[src/rtl/spike_rate_decoder.sv]
// spike_rate_decoder: counts spikes over fixed windows of enabled cycles
// and offers each window count on a valid/ready handshake.
// Optional feature macro SPIKE_DECODER_ISI_EN adds an inter-spike-interval
// output (isi) measured in counting cycles.
module spike_rate_decoder #(
    parameter int WIDTH  = 8,
    parameter int WINDOW = 16
) (
    input  logic             clk,
    input  logic             reset,
    input  logic             en,
    input  logic             spike,
    output logic             out_valid,
    input  logic             out_ready,
    output logic [WIDTH-1:0] rate,
    output logic             saturated,
    output logic             overrun,
`ifdef SPIKE_DECODER_ISI_EN
    output logic [WIDTH-1:0] isi,
`endif
    output logic             busy
);

    typedef enum logic [1:0] {
        ST_IDLE  = 2'd0,
        ST_COUNT = 2'd1,
        ST_PAUSE = 2'd2
    } state_t;

    localparam logic [WIDTH-1:0] CNT_MAX  = {WIDTH{1'b1}};
    localparam logic [15:0]      WIN_LAST = 16'(WINDOW - 1);

    // Saturating increment: holds at all-ones instead of wrapping.
    function automatic logic [WIDTH-1:0] sat_add1(input logic [WIDTH-1:0] v, input logic inc);
        if (inc && (v != CNT_MAX)) begin
            return v + WIDTH'(1'b1);
        end else begin
            return v;
        end
    endfunction

    state_t           state_r;
    logic [15:0]      win_cnt_r;
    logic [WIDTH-1:0] spk_cnt_r;
    logic             out_valid_r;
    logic [WIDTH-1:0] rate_r;
    logic             saturated_r;
    logic             overrun_r;
    logic             busy_r;

    logic             cnt_en_s;
    logic             win_end_s;
    logic [WIDTH-1:0] result_s;
    logic             transfer_s;
    logic             load_s;

    // Per-cycle decode: counting qualifier, window end and handshake events.
    always_comb begin
        cnt_en_s   = (state_r == ST_COUNT) && en;
        win_end_s  = cnt_en_s && (win_cnt_r == WIN_LAST);
        result_s   = sat_add1(spk_cnt_r, spike);
        transfer_s = out_valid_r && out_ready;
        load_s     = win_end_s && (!out_valid_r || transfer_s);
    end

    // Control FSM; busy is registered alongside the state it reflects.
    always_ff @(posedge clk) begin
        if (!reset) begin
            state_r <= ST_IDLE;
            busy_r  <= 1'b0;
        end else begin
            case (state_r)
                ST_IDLE: begin
                    state_r <= en ? ST_COUNT : ST_IDLE;
                    busy_r  <= en;
                end
                ST_COUNT: begin
                    state_r <= en ? ST_COUNT : ST_PAUSE;
                    busy_r  <= en;
                end
                ST_PAUSE: begin
                    state_r <= en ? ST_COUNT : ST_PAUSE;
                    busy_r  <= en;
                end
                default: begin
                    state_r <= ST_IDLE;
                    busy_r  <= 1'b0;
                end
            endcase
        end
    end

    // Window and spike counters; both restart at each window end.
    always_ff @(posedge clk) begin
        if (!reset) begin
            win_cnt_r <= 16'd0;
            spk_cnt_r <= '0;
        end else if (win_end_s) begin
            win_cnt_r <= 16'd0;
            spk_cnt_r <= '0;
        end else if (cnt_en_s) begin
            win_cnt_r <= win_cnt_r + 16'd1;
            spk_cnt_r <= result_s;
        end else begin
            win_cnt_r <= win_cnt_r;
            spk_cnt_r <= spk_cnt_r;
        end
    end

    // Result register and handshake; an unread result is never overwritten.
    always_ff @(posedge clk) begin
        if (!reset) begin
            out_valid_r <= 1'b0;
            rate_r      <= '0;
            saturated_r <= 1'b0;
            overrun_r   <= 1'b0;
        end else if (load_s) begin
            out_valid_r <= 1'b1;
            rate_r      <= result_s;
            saturated_r <= (result_s == CNT_MAX);
        end else if (win_end_s) begin
            overrun_r   <= 1'b1;
        end else if (transfer_s) begin
            out_valid_r <= 1'b0;
        end else begin
            out_valid_r <= out_valid_r;
        end
    end

`ifdef SPIKE_DECODER_ISI_EN
    logic [WIDTH-1:0] gap_r;
    logic             seen_r;
    logic [WIDTH-1:0] isi_r;

    // Inter-spike interval: gap counts counting cycles since the last spike.
    always_ff @(posedge clk) begin
        if (!reset) begin
            gap_r  <= '0;
            seen_r <= 1'b0;
            isi_r  <= '0;
        end else if (cnt_en_s && spike) begin
            gap_r  <= '0;
            seen_r <= 1'b1;
            isi_r  <= seen_r ? sat_add1(gap_r, 1'b1) : isi_r;
        end else if (cnt_en_s) begin
            gap_r  <= sat_add1(gap_r, 1'b1);
        end else begin
            gap_r  <= gap_r;
        end
    end

    assign isi = isi_r;
`endif

    assign out_valid = out_valid_r;
    assign rate      = rate_r;
    assign saturated = saturated_r;
    assign overrun   = overrun_r;
    assign busy      = busy_r;

endmodule

[config.mk]
export PLATFORM = sky130hd
export DESIGN_NAME = spike_rate_decoder
export DESIGN_NICKNAME = d
export VERILOG_FILES = /design/src/rtl/spike_rate_decoder.sv
export SDC_FILE = /design/constraint.sdc
export NUM_CORES = 1
export LEC_CHECK = 0
export CAP_MARGIN = 5
export CORE_ASPECT_RATIO = 2
export CORE_MARGIN = 8
export CORE_UTILIZATION = 25
export CTS_BUF_LIST = sky130_fd_sc_hd__clkbuf_16
export CTS_CLUSTER_SIZE = 8
export DETAILED_ROUTE_END_ITERATION = 10
export PLACE_DENSITY = 0.43
export REMOVE_ABC_BUFFERS = 1
export SYNTH_ARGS = -nofsm -noshare
export SYNTH_HDL_FRONTEND = slang
export SYNTH_SLANG_ARGS = --single-unit
[constraint.sdc]
create_clock -name clk -period 2.04 [get_ports clk]
set_input_delay 0.51 -clock clk [delete_from_list [all_inputs] [get_ports clk]]
set_output_delay 0.51 -clock clk [all_outputs]
set_load 0.01 [all_outputs]
==> run_results.csv <==
group,metric,value,unit
route,via_per_inst,4.692,
cts,cts_inserted_buffers,5,
power_and_ir_drop,comb_power_share,0.042,
cts,cts_setup_buffers,0,
logic_synthesis,synth_edf_count,0,
die,die_w,77.21,um
global_route,grt_max_degree,15,
logic_synthesis,ys_types,42,
critical_path,reg2reg_slack,230,ps
cts,cts_tree,"built",
route,drc,0,
cells_and_area,diodes,0,
logic_synthesis,ys_ff_latch,38,
cts,hold_buffers,0,
power_and_ir_drop,p_clk_frac,0.514,
sta,setup_viol,0,
power_and_ir_drop,p_leak,0.8635,nW
critical_path,end_kind,"register",
global_route,grt_pass1_vias,1766,
cells_and_area,ff_latch_area,760.7,sq um
power_and_ir_drop,seq_power_share,0.444,
cells_and_area,fillCellCount,820,
placed_design,place_congestion,0.7227,
cells_and_area,syn_to_final_growth,32.40,%
placed_design,dp_hpwl,4110,um
route,wire_per_inst,14.71,um
logic_synthesis,syn_avg_cell_area,8.712,sq um
placed_design,pre_cts_slack,-211.0,ps
cells_and_area,drive_above_1_share,0.1622,
route,dr.pass1.iters,4,
status,status,"finished, final reports clean",
cts,cts_root_buffer,"clkbuf_16",
logic_synthesis,ys.flop_type,"dfxtp_1",
die,initial_core_util,0.2577,
placed_design,portBuffers,16,
critical_path,crit_arrival,2170,ps
cts,cts_sinks,38,
cts,worst_skew_pair.late_latency,280,ps
logic_synthesis,yosysWarnings,0,
sta,setup_ws,80.29,ps
route,drtAntennaViolNets,0,
die,die_h,138.4,um
critical_path,required,2250,ps
hold_path,hold_class,"reg2reg",
die,dieArea,10690,sq um
logic_synthesis,async_flop_share,0,
sta,finalCritPeriodShare,0.9606,
logic_synthesis,synth_cells,215,
route,routed_wirelength,5163,um
global_route,antenna_found_initial,0,
sta,rsz0062_at_grt,"false",
power_and_ir_drop,power,1.691,mW
cts,htree_levels,2,
sta,hold_viol,0,
global_route,track_usage,0.1037,
cells_and_area,layout_commonest_cell,"dfxtp_1",
route,drtIter0Drc,74,
sta,layout_min_cycle_time,1960,ps
cts,cts_resized,0,
route,vias,1647,
flow_run,drv_cap,0,
placed_design,placed_area,2317,sq um
die,core,7267,sq um
critical_path,cp_max_fo,5,
global_route,grt_overflow_total,0,
cells_and_area,utilization,0.3413,
sta,fin_hold_ws,480.4,ps
die,rows,44,
cts,clk_path_buf_depth,2,
cts,cts.reportedPaths.clkPinSlew,50,ps
sta,max-slew-margin-rel,0.7341,
die,ios,17,
sta,max_freq,0.5103,GHz
logic_synthesis,ys_seq_area_frac,0.4061,
critical_path,timing_worst_setup_path_type,"in2reg",
power_and_ir_drop,internal_power,1.348,mW
cells_and_area,multi_input_area,1015,sq um
cells_and_area,design_area,2480,sq um
cells_and_area,final_cell_mix,"38 x dfxtp_1, 31 x buf_4, 21 x nor2_1, 16 x a21oi_1, 16 x clkdlybuf4s50_1",
sta,worst-slew-pin-transition,394.7,ps
sta,drv_slew,0,
cells_and_area,nets,268,
power_and_ir_drop,peakVddDrop,287.5,uV
critical_path,worstSetupStartpointType,"input pin",
logic_synthesis,synth_area,1873,sq um
power_and_ir_drop,power.switching,0.3433,mW
power_and_ir_drop,power_density,681.8,nW/um^2
global_route,grt_pass1_wl,8769,um
power_and_ir_drop,swShare,0.2030,
sta,fin_skew,4.913,ps
-- worst paths after layout --
| check | from | endpoint | cells after the start |
|---|---|---|---|
| max | en | rate[2] | 5 |
| min | rate[2] | rate[2] | 2 |
| max reg2reg | state_r[1] | rate[2] | 6 |
| min reg2reg | rate[2] | rate[2] | 2 |
-- logic make-up (layout without fill, tap and decap cells) --
kind of cell	after synthesis	in the layout	synth area share
compound gates	44	44	0.1470
xor+xnor	21	21	0.09820
fa+ha+maj	5	5	0.03340
buf+inv	20	64	0.05210
flops	38	38	0.4061
mux	4	4	0.02204
simple gates	83	83	0.2411
-- area by class of cell --
type                    count  share of cell area
clock buffers               5             0.05045
multi-input cells         157              0.4092
well taps                  92             0.04642
inverters                   9             0.01362
repair buffers             47              0.1584
clock inverters             3             0.01514
flip-flops and latches     38              0.3068
-- cells in the mapped netlist (2+ instances only) --
| master | count | area share |
|---|---|---|
| dfxtp_1 | 38 | 0.41 |
| nor2_1 | 21 | 0.042 |
| a21oi_1 | 16 | 0.043 |
| nand2_1 | 12 | 0.024 |
| xnor2_1 | 12 | 0.056 |
| inv_1 | 9 | 0.018 |
| xor2_1 | 9 | 0.042 |
| nand4_1 | 8 | 0.027 |
| o21ai_0 | 8 | 0.021 |
| nand3_1 | 7 | 0.019 |
| nor3_1 | 7 | 0.019 |
| nor4_1 | 7 | 0.023 |
| a211oi_1 | 6 | 0.024 |
| ha_1 | 5 | 0.033 |
| clkbuf_1 | 4 | 0.0080 |
| or3_1 | 4 | 0.013 |
| and4_1 | 3 | 0.014 |
| buf_2 | 3 | 0.0080 |
| mux2i_1 | 3 | 0.016 |
| nand2b_1 | 3 | 0.010 |
| nor3b_1 | 3 | 0.012 |
| o211ai_1 | 3 | 0.012 |
| and3_1 | 2 | 0.0067 |
| buf_6 | 2 | 0.012 |
| o2111ai_1 | 2 | 0.0094 |
| o21a_1 | 2 | 0.0080 |
-- power groups by stage --
stage / Sequential, mW / Clock (mW) / Combinational, mW
finish: 0.751 / 0.869 / 0.0704
global route: 0.752 / 0.917 / 0.0789
CTS: 0.751 / 0.903 / 0.0724
detailed placement: 0.768 / 0 / 0.0720
global placement: 0.767 / 0 / 0.0717
floorplan: 0.768 / 0 / 0.0288
-- worst max-delay path, stage by stage --
cell and delay [ps]:
clkdlybuf4s50_1 540, and4_1 340, nand3_1 120, or4_1 510, a21oi_1 150
-- per-layer routing --
layer / vias up / share of wire / track usage
met3: 6 / 0.019 / 0.02078
li1: 860 / - / -
met5: - / 0 / 0
met4: 0 / 0.024 / 0.05411
met1: 768 / 0.36 / 0.09154
met2: 13 / 0.60 / 0.2063
-- flip-flops by register name (all words and copies together) (netlist names) --
register	flops
saturated	1
rate	8
overrun	1
win_cnt_r	16
spk_cnt_r	8
state_r	2
busy	1
out_valid	1
-- metrics by stage --
stage	TNS, ps	cells
after floorplan	0	204
after global placement	-3653	343
after detailed placement	-3759	343
after CTS	0	351
after global routing	0	351
final	0	351
Power figures use the tool's default switching activity.
